[src/rtl/display_scan_controller.sv]
// display_scan_controller: multiplexes one shared two-digit decoder over the
// hours/minutes/seconds fields and drives a 6-digit common-anode display.
// The shadow registers change only at frame boundaries so that a frame never
// tears. Each slot starts with guard blanking, and fields can blink in set mode.
module display_scan_controller #(
  parameter int unsigned SCAN_DIV = 1000,
  parameter int unsigned GUARD    = 2
) (
  input  logic        clk,
  input  logic        rst,
  input  logic [5:0]  hours,
  input  logic [5:0]  minutes,
  input  logic [5:0]  seconds,
  input  logic        load,
  input  logic [1:0]  blink_sel,
  input  logic        blink_tick,
  output logic [5:0]  dec_in,
  input  logic [0:13] dec_seg,
  output logic [0:6]  seg,
  output logic [0:5]  an,
  output logic        frame_done
);

  localparam logic [15:0] CNT_LAST  = 16'(SCAN_DIV - 1);
  localparam logic [15:0] CNT_GUARD = 16'(GUARD);

  typedef enum logic [2:0] {
    SLOT_HT = 3'd0,
    SLOT_HU = 3'd1,
    SLOT_MT = 3'd2,
    SLOT_MU = 3'd3,
    SLOT_ST = 3'd4,
    SLOT_SU = 3'd5
  } slot_t;

  slot_t       idx;
  logic [15:0] cnt;
  logic        blink_phase;
  logic [5:0]  sh_h, sh_m, sh_s;
  logic [5:0]  pend_h, pend_m, pend_s;
  logic        pending_valid;

  logic        slot_wrap;
  logic        frame_end;
  logic [1:0]  field;
  logic        units;
  logic        blank;
  logic [0:5]  an_next;
  logic [0:6]  seg_next;

  assign slot_wrap = (cnt == CNT_LAST);
  assign frame_end = slot_wrap && (idx == SLOT_SU);

  // Field/digit decode of the current slot and the shared decoder input
  always_comb begin
    field = 2'b01;
    units = 1'b0;
    case (idx)
      SLOT_HT: begin field = 2'b01; units = 1'b0; end
      SLOT_HU: begin field = 2'b01; units = 1'b1; end
      SLOT_MT: begin field = 2'b10; units = 1'b0; end
      SLOT_MU: begin field = 2'b10; units = 1'b1; end
      SLOT_ST: begin field = 2'b11; units = 1'b0; end
      SLOT_SU: begin field = 2'b11; units = 1'b1; end
      default: begin field = 2'b01; units = 1'b0; end
    endcase
    case (field)
      2'b10:   dec_in = sh_m;
      2'b11:   dec_in = sh_s;
      default: dec_in = sh_h;
    endcase
  end

  // Next values of the registered display outputs
  always_comb begin
    blank   = blink_phase && (blink_sel == field);
    an_next = '1;
    for (int unsigned i = 0; i < 6; i++) begin
      if (cnt >= CNT_GUARD && idx == slot_t'(3'(i))) an_next[i] = 1'b0;
    end
    if (blank)      seg_next = '1;
    else if (units) seg_next = dec_seg[7:13];
    else            seg_next = dec_seg[0:6];
  end

  // Slot prescaler and digit-index sequencer
  always_ff @(posedge clk or posedge rst) begin
    if (rst) begin
      cnt <= '0;
      idx <= SLOT_HT;
    end else if (slot_wrap) begin
      cnt <= '0;
      case (idx)
        SLOT_HT: idx <= SLOT_HU;
        SLOT_HU: idx <= SLOT_MT;
        SLOT_MT: idx <= SLOT_MU;
        SLOT_MU: idx <= SLOT_ST;
        SLOT_ST: idx <= SLOT_SU;
        default: idx <= SLOT_HT;
      endcase
    end else begin
      cnt <= cnt + 16'd1;
    end
  end

  // Registered pin drivers, one cycle behind the scan position
  always_ff @(posedge clk or posedge rst) begin
    if (rst) begin
      seg        <= '1;
      an         <= '1;
      frame_done <= 1'b0;
    end else begin
      seg        <= seg_next;
      an         <= an_next;
      frame_done <= frame_end;
    end
  end

  // Blink phase toggles on every tick, independent of blink_sel
  always_ff @(posedge clk or posedge rst) begin
    if (rst) blink_phase <= 1'b0;
    else if (blink_tick) blink_phase <= ~blink_phase;
  end

  // Pending capture and frame-boundary shadow update; a load landing on the
  // boundary itself bypasses the pending stage so there is no frame of delay
  always_ff @(posedge clk or posedge rst) begin
    if (rst) begin
      sh_h          <= '0;
      sh_m          <= '0;
      sh_s          <= '0;
      pend_h        <= '0;
      pend_m        <= '0;
      pend_s        <= '0;
      pending_valid <= 1'b0;
    end else if (frame_end) begin
      if (load) begin
        sh_h <= hours;
        sh_m <= minutes;
        sh_s <= seconds;
      end else if (pending_valid) begin
        sh_h <= pend_h;
        sh_m <= pend_m;
        sh_s <= pend_s;
      end
      pending_valid <= 1'b0;
    end else if (load) begin
      pend_h        <= hours;
      pend_m        <= minutes;
      pend_s        <= seconds;
      pending_valid <= 1'b1;
    end
  end

endmodule

[config.mk]
export PLATFORM = sky130hd
export DESIGN_NAME = display_scan_controller
export DESIGN_NICKNAME = d
export VERILOG_FILES = /design/src/rtl/display_scan_controller.sv
export SDC_FILE = /design/constraint.sdc
export NUM_CORES = 1
export LEC_CHECK = 0
export CAP_MARGIN = 20
export CORE_UTILIZATION = 54
export CTS_CLUSTER_DIAMETER = 40
export DETAILED_ROUTE_END_ITERATION = 7
export DONT_BUFFER_PORTS = 1
export GPL_ROUTABILITY_DRIVEN = 1
export GPL_TIMING_DRIVEN = 0
export PLACE_DENSITY = 0.8
export SETUP_SLACK_MARGIN = 0.02
export SLEW_MARGIN = 25
export SYNTH_ARGS = -nofsm -noshare
export SYNTH_HDL_FRONTEND = slang
export SYNTH_SLANG_ARGS = --single-unit
[constraint.sdc]
create_clock -name clk -period 2.4 [get_ports clk]
set_input_delay 0.36 -clock clk [delete_from_list [all_inputs] [get_ports clk]]
set_output_delay 0.36 -clock clk [all_outputs]
set_load 0.005 [all_outputs]
==> out/metrics.cfg <==
[pwr]
leakage_uw=0.00165
vdd_drop_max_v=0.000542
power_density_mw_per_mm2=676

[final_layout]
fin_cells=406
fillers=463
area_growth_pct=10.6
design_area_mm2=0.00376
fin_nets=366
drive_gt1_share_pct=18.7
antenna-diode-count=0

[worst_setup_path]
reg2reg_slack_ns=0.15
r2r_start=cnt[12]
crit_path_end=pend_s[3]
critPathKind=reg2reg
worstPathArrival_ns=2.48
worst_setup_path_start_kind=register
r2r-end=pend_s[3]
worst-path-max-fanout=10
cp.required_ns=2.63
startpoint=cnt[12]
reg2regPathDepth=6
worst_setup_path_end_kind=register

[floorplan]
die_w_um=81.4
die_y_um=81.4
die-area_mm2=0.00662
start_util_pct=56.8
core_mm2=0.00599
num_rows=28
io_pins=58

[synthesis]
yosysSeqAreaShare_pct=52.7
synthFlopType=dfrtp_1
synthArstFlopShare_pct=100
yosys-top-cells-area=dfrtp_1 (43%), dfstp_2 (10%), a2bb2oi_2 (4.4%)
netlist.area_leader.share_pct=42.7
ys.warnings.count=0
synth_commonest_cells=dfrtp_1 (58), nand3_1 (29), nand2_1 (27)
synth_top_cell_by_area=dfrtp_1
synth_cell_types=43
synth_seq_cells=71
synth-edff-count=0
syn_inst=313
synth_nets=353
avgSynthCellArea_um2=10.9
synthesis.area_mm2=0.00340
synth_most_common_cell=dfrtp_1

[grt]
gr-total-overflow=0
antenna_found_initial=0
grt_pass1_wl_um=11100
grt_pass1_vias=2376
grt_util_all_layers_pct=23.0
grt_max_degree=48

[cts]
cts-htree-levels=3
cts_max_path_buffers=2
tritoncts=done
cts_sinks=71
cts_inserted_buffers=9
clk_pin_slew_worst_paths_ns=0.07
cts-root-buf=clkbuf_8
clkLatencyLatePin_ns=0.35

[hold_path]
worstHoldPathType=in2reg
hold_depth=1
min_from=blink_tick

[placed_design]
dpl.cell_count=389
placed_cell_area_mm2=0.00352
numPortBuffers=0
dp_hpwl_um=4950
place_congestion=0.795

[sta]
rsz0062_at_grt=false
final.period_utilization_pct=93.8
relSlewSlack_pct=67.6
finalClockSkew_ns=0.00868
drv_slew=0
setup_viol=0
hold_viol=0
clock.fmax_mhz=444
max_slew.worst_pin.slew_ns=0.486
layout_min_cycle_time_ns=2.25

[routing]
vias=2361
wl_um=6920
antenna_left=0
wl_per_cell_um=17.1
drt-pass1-iter-count=4
avgViaCountPerCell=5.82
first_iter_violations=163
drcViolationCount=0

[run_status]
status=finished clean

[flow_run]
maxCapViolCount=0

==> report_power, final <==
group | internal [uW] | leakage (uW) | switching, uW | total [uW]
clock | 586 | 0.000105 | 463 | 1050
combinational | 80.8 | 0.000702 | 97.2 | 178
sequential | 1280 | 0.000841 | 41.1 | 1320
total | 1940 | 0.00165 | 602 | 2540
==> kinds of logic after synthesis <==
| group | after synthesis | share of synthesized area (%) |
|---|---|---|
| DFF | 71 | 52.7 |
| xor gates and xnor gates | 16 | 4.12 |
| adders and majority gates | 2 | 0.736 |
| and+or+nand+nor | 107 | 17.0 |
| AOI/OAI and AO/OA | 55 | 12.7 |
| buffers and inverters | 37 | 4.64 |
| muxes | 25 | 8.06 |
==> flip-flops by register name (all words and copies together) (netlist names) <==
| name | cells |
|---|---|
| pend_s | 6 |
| pend_m | 6 |
| blink_phase | 1 |
| cnt | 16 |
| pend_h | 6 |
| sh_s | 6 |
| pending_valid | 1 |
| sh_m | 6 |
| frame_done | 1 |
| seg | 7 |
| sh_h | 6 |
| idx | 3 |
| an | 6 |
==> through the flow <==
| step | hold slack [ns] | setup WS (ns) | total power [uW] | utilization, % | TNS, ns |
|---|---|---|---|---|---|
| 6_report | 0.0994 | 0.148 | 2540 | 62.8 | 0 |
| 5_1_grt | 0.0825 | 0.0330 | 2650 | 62.8 | 0 |
| 4_1_cts | 0.0860 | 0.0788 | 2570 | 62.9 | 0 |
| 3_5_place_dp | 0.231 | -0.0590 | 1520 | 58.8 | -0.478 |
| 3_3_place_gp | 0.454 | -0.424 | 1500 | 58.3 | -24.63 |
| 2_1_floorplan | 0.441 | 0.174 | 1470 | - | 0 |
==> repair_timing <==
action	4_1_cts	5_1_grt
setup buffers	1	0
gates resized for setup	2	0
hold endpoints to repair	24	0
pin swaps	1	1
hold buffers	1	0
setup endpoints to repair	16	16
==> layer usage <==
| metal | global-route usage [%] | vias up | share of wire, % |
|---|---|---|---|
| li1 | - | 1121 | - |
| met1 | 29.7 | 1146 | 43 |
| met2 | 35.4 | 83 | 48 |
| met3 | 7.08 | 11 | 7.4 |
| met4 | 10.2 | 0 | 1.8 |
| met5 | 0 | - | 0 |
==> area by class of cell <==
type | count | area (um^2) | area share (%)
multi-input combinational | 205 | 1450 | 38.5
sequential | 71 | 1790 | 47.7
tap | 75 | 93.8 | 2.49
inverter | 21 | 81.3 | 2.16
buffer | 15 | 77.6 | 2.06
clock buffer | 9 | 124 | 3.29
clock inverter | 7 | 97.6 | 2.59
timing repair buffer | 3 | 45.0 | 1.20
==> critical path, stage by stage, from the launching register on <==
cell	delay, ns
dfrtp_1	0.42
or4_4	0.58
nor4_4	0.32
nand2_4	0.13
nand2_4	0.17
buf_6	0.18
mux2_1	0.33
==> cell usage in the layout, fill, tap and decap left out, types with 4 or more instances in the layout <==
| cell type | netlist | final |
|---|---|---|
| dfrtp_1 | 58 | 58 |
| nand3_1 | 29 | 29 |
| nand2_1 | 27 | 27 |
| inv_1 | 20 | 19 |
| o21ai_0 | 18 | 18 |
| nor2_1 | 13 | 13 |
| dfstp_2 | 13 | 13 |
| nor2b_1 | 10 | 10 |
| a2bb2oi_2 | 10 | 10 |
| xor2_1 | 10 | 10 |
| mux2_1 | 10 | 10 |
| clkbuf_1 | 11 | 9 |
| a21oi_1 | 9 | 9 |
| mux2_2 | 9 | 9 |
| clkbuf_8 | 0 | 9 |
| a2bb2oi_1 | 6 | 6 |
| mux2i_1 | 6 | 6 |
| xnor2_1 | 6 | 6 |
| a211oi_1 | 5 | 5 |
| and3_1 | 4 | 4 |
==> how the worst min path moves through the flow <==
| stage | end | slack (ns) |
|---|---|---|
| after floorplan | blink_phase | 0.44 |
| after global placement | blink_phase | 0.45 |
| after detailed placement | pend_h[0] | 0.23 |
| after CTS | blink_phase | 0.09 |
| after global routing | blink_phase | 0.08 |
| final | blink_phase | 0.1 |
(Power assumes the default switching activity.)
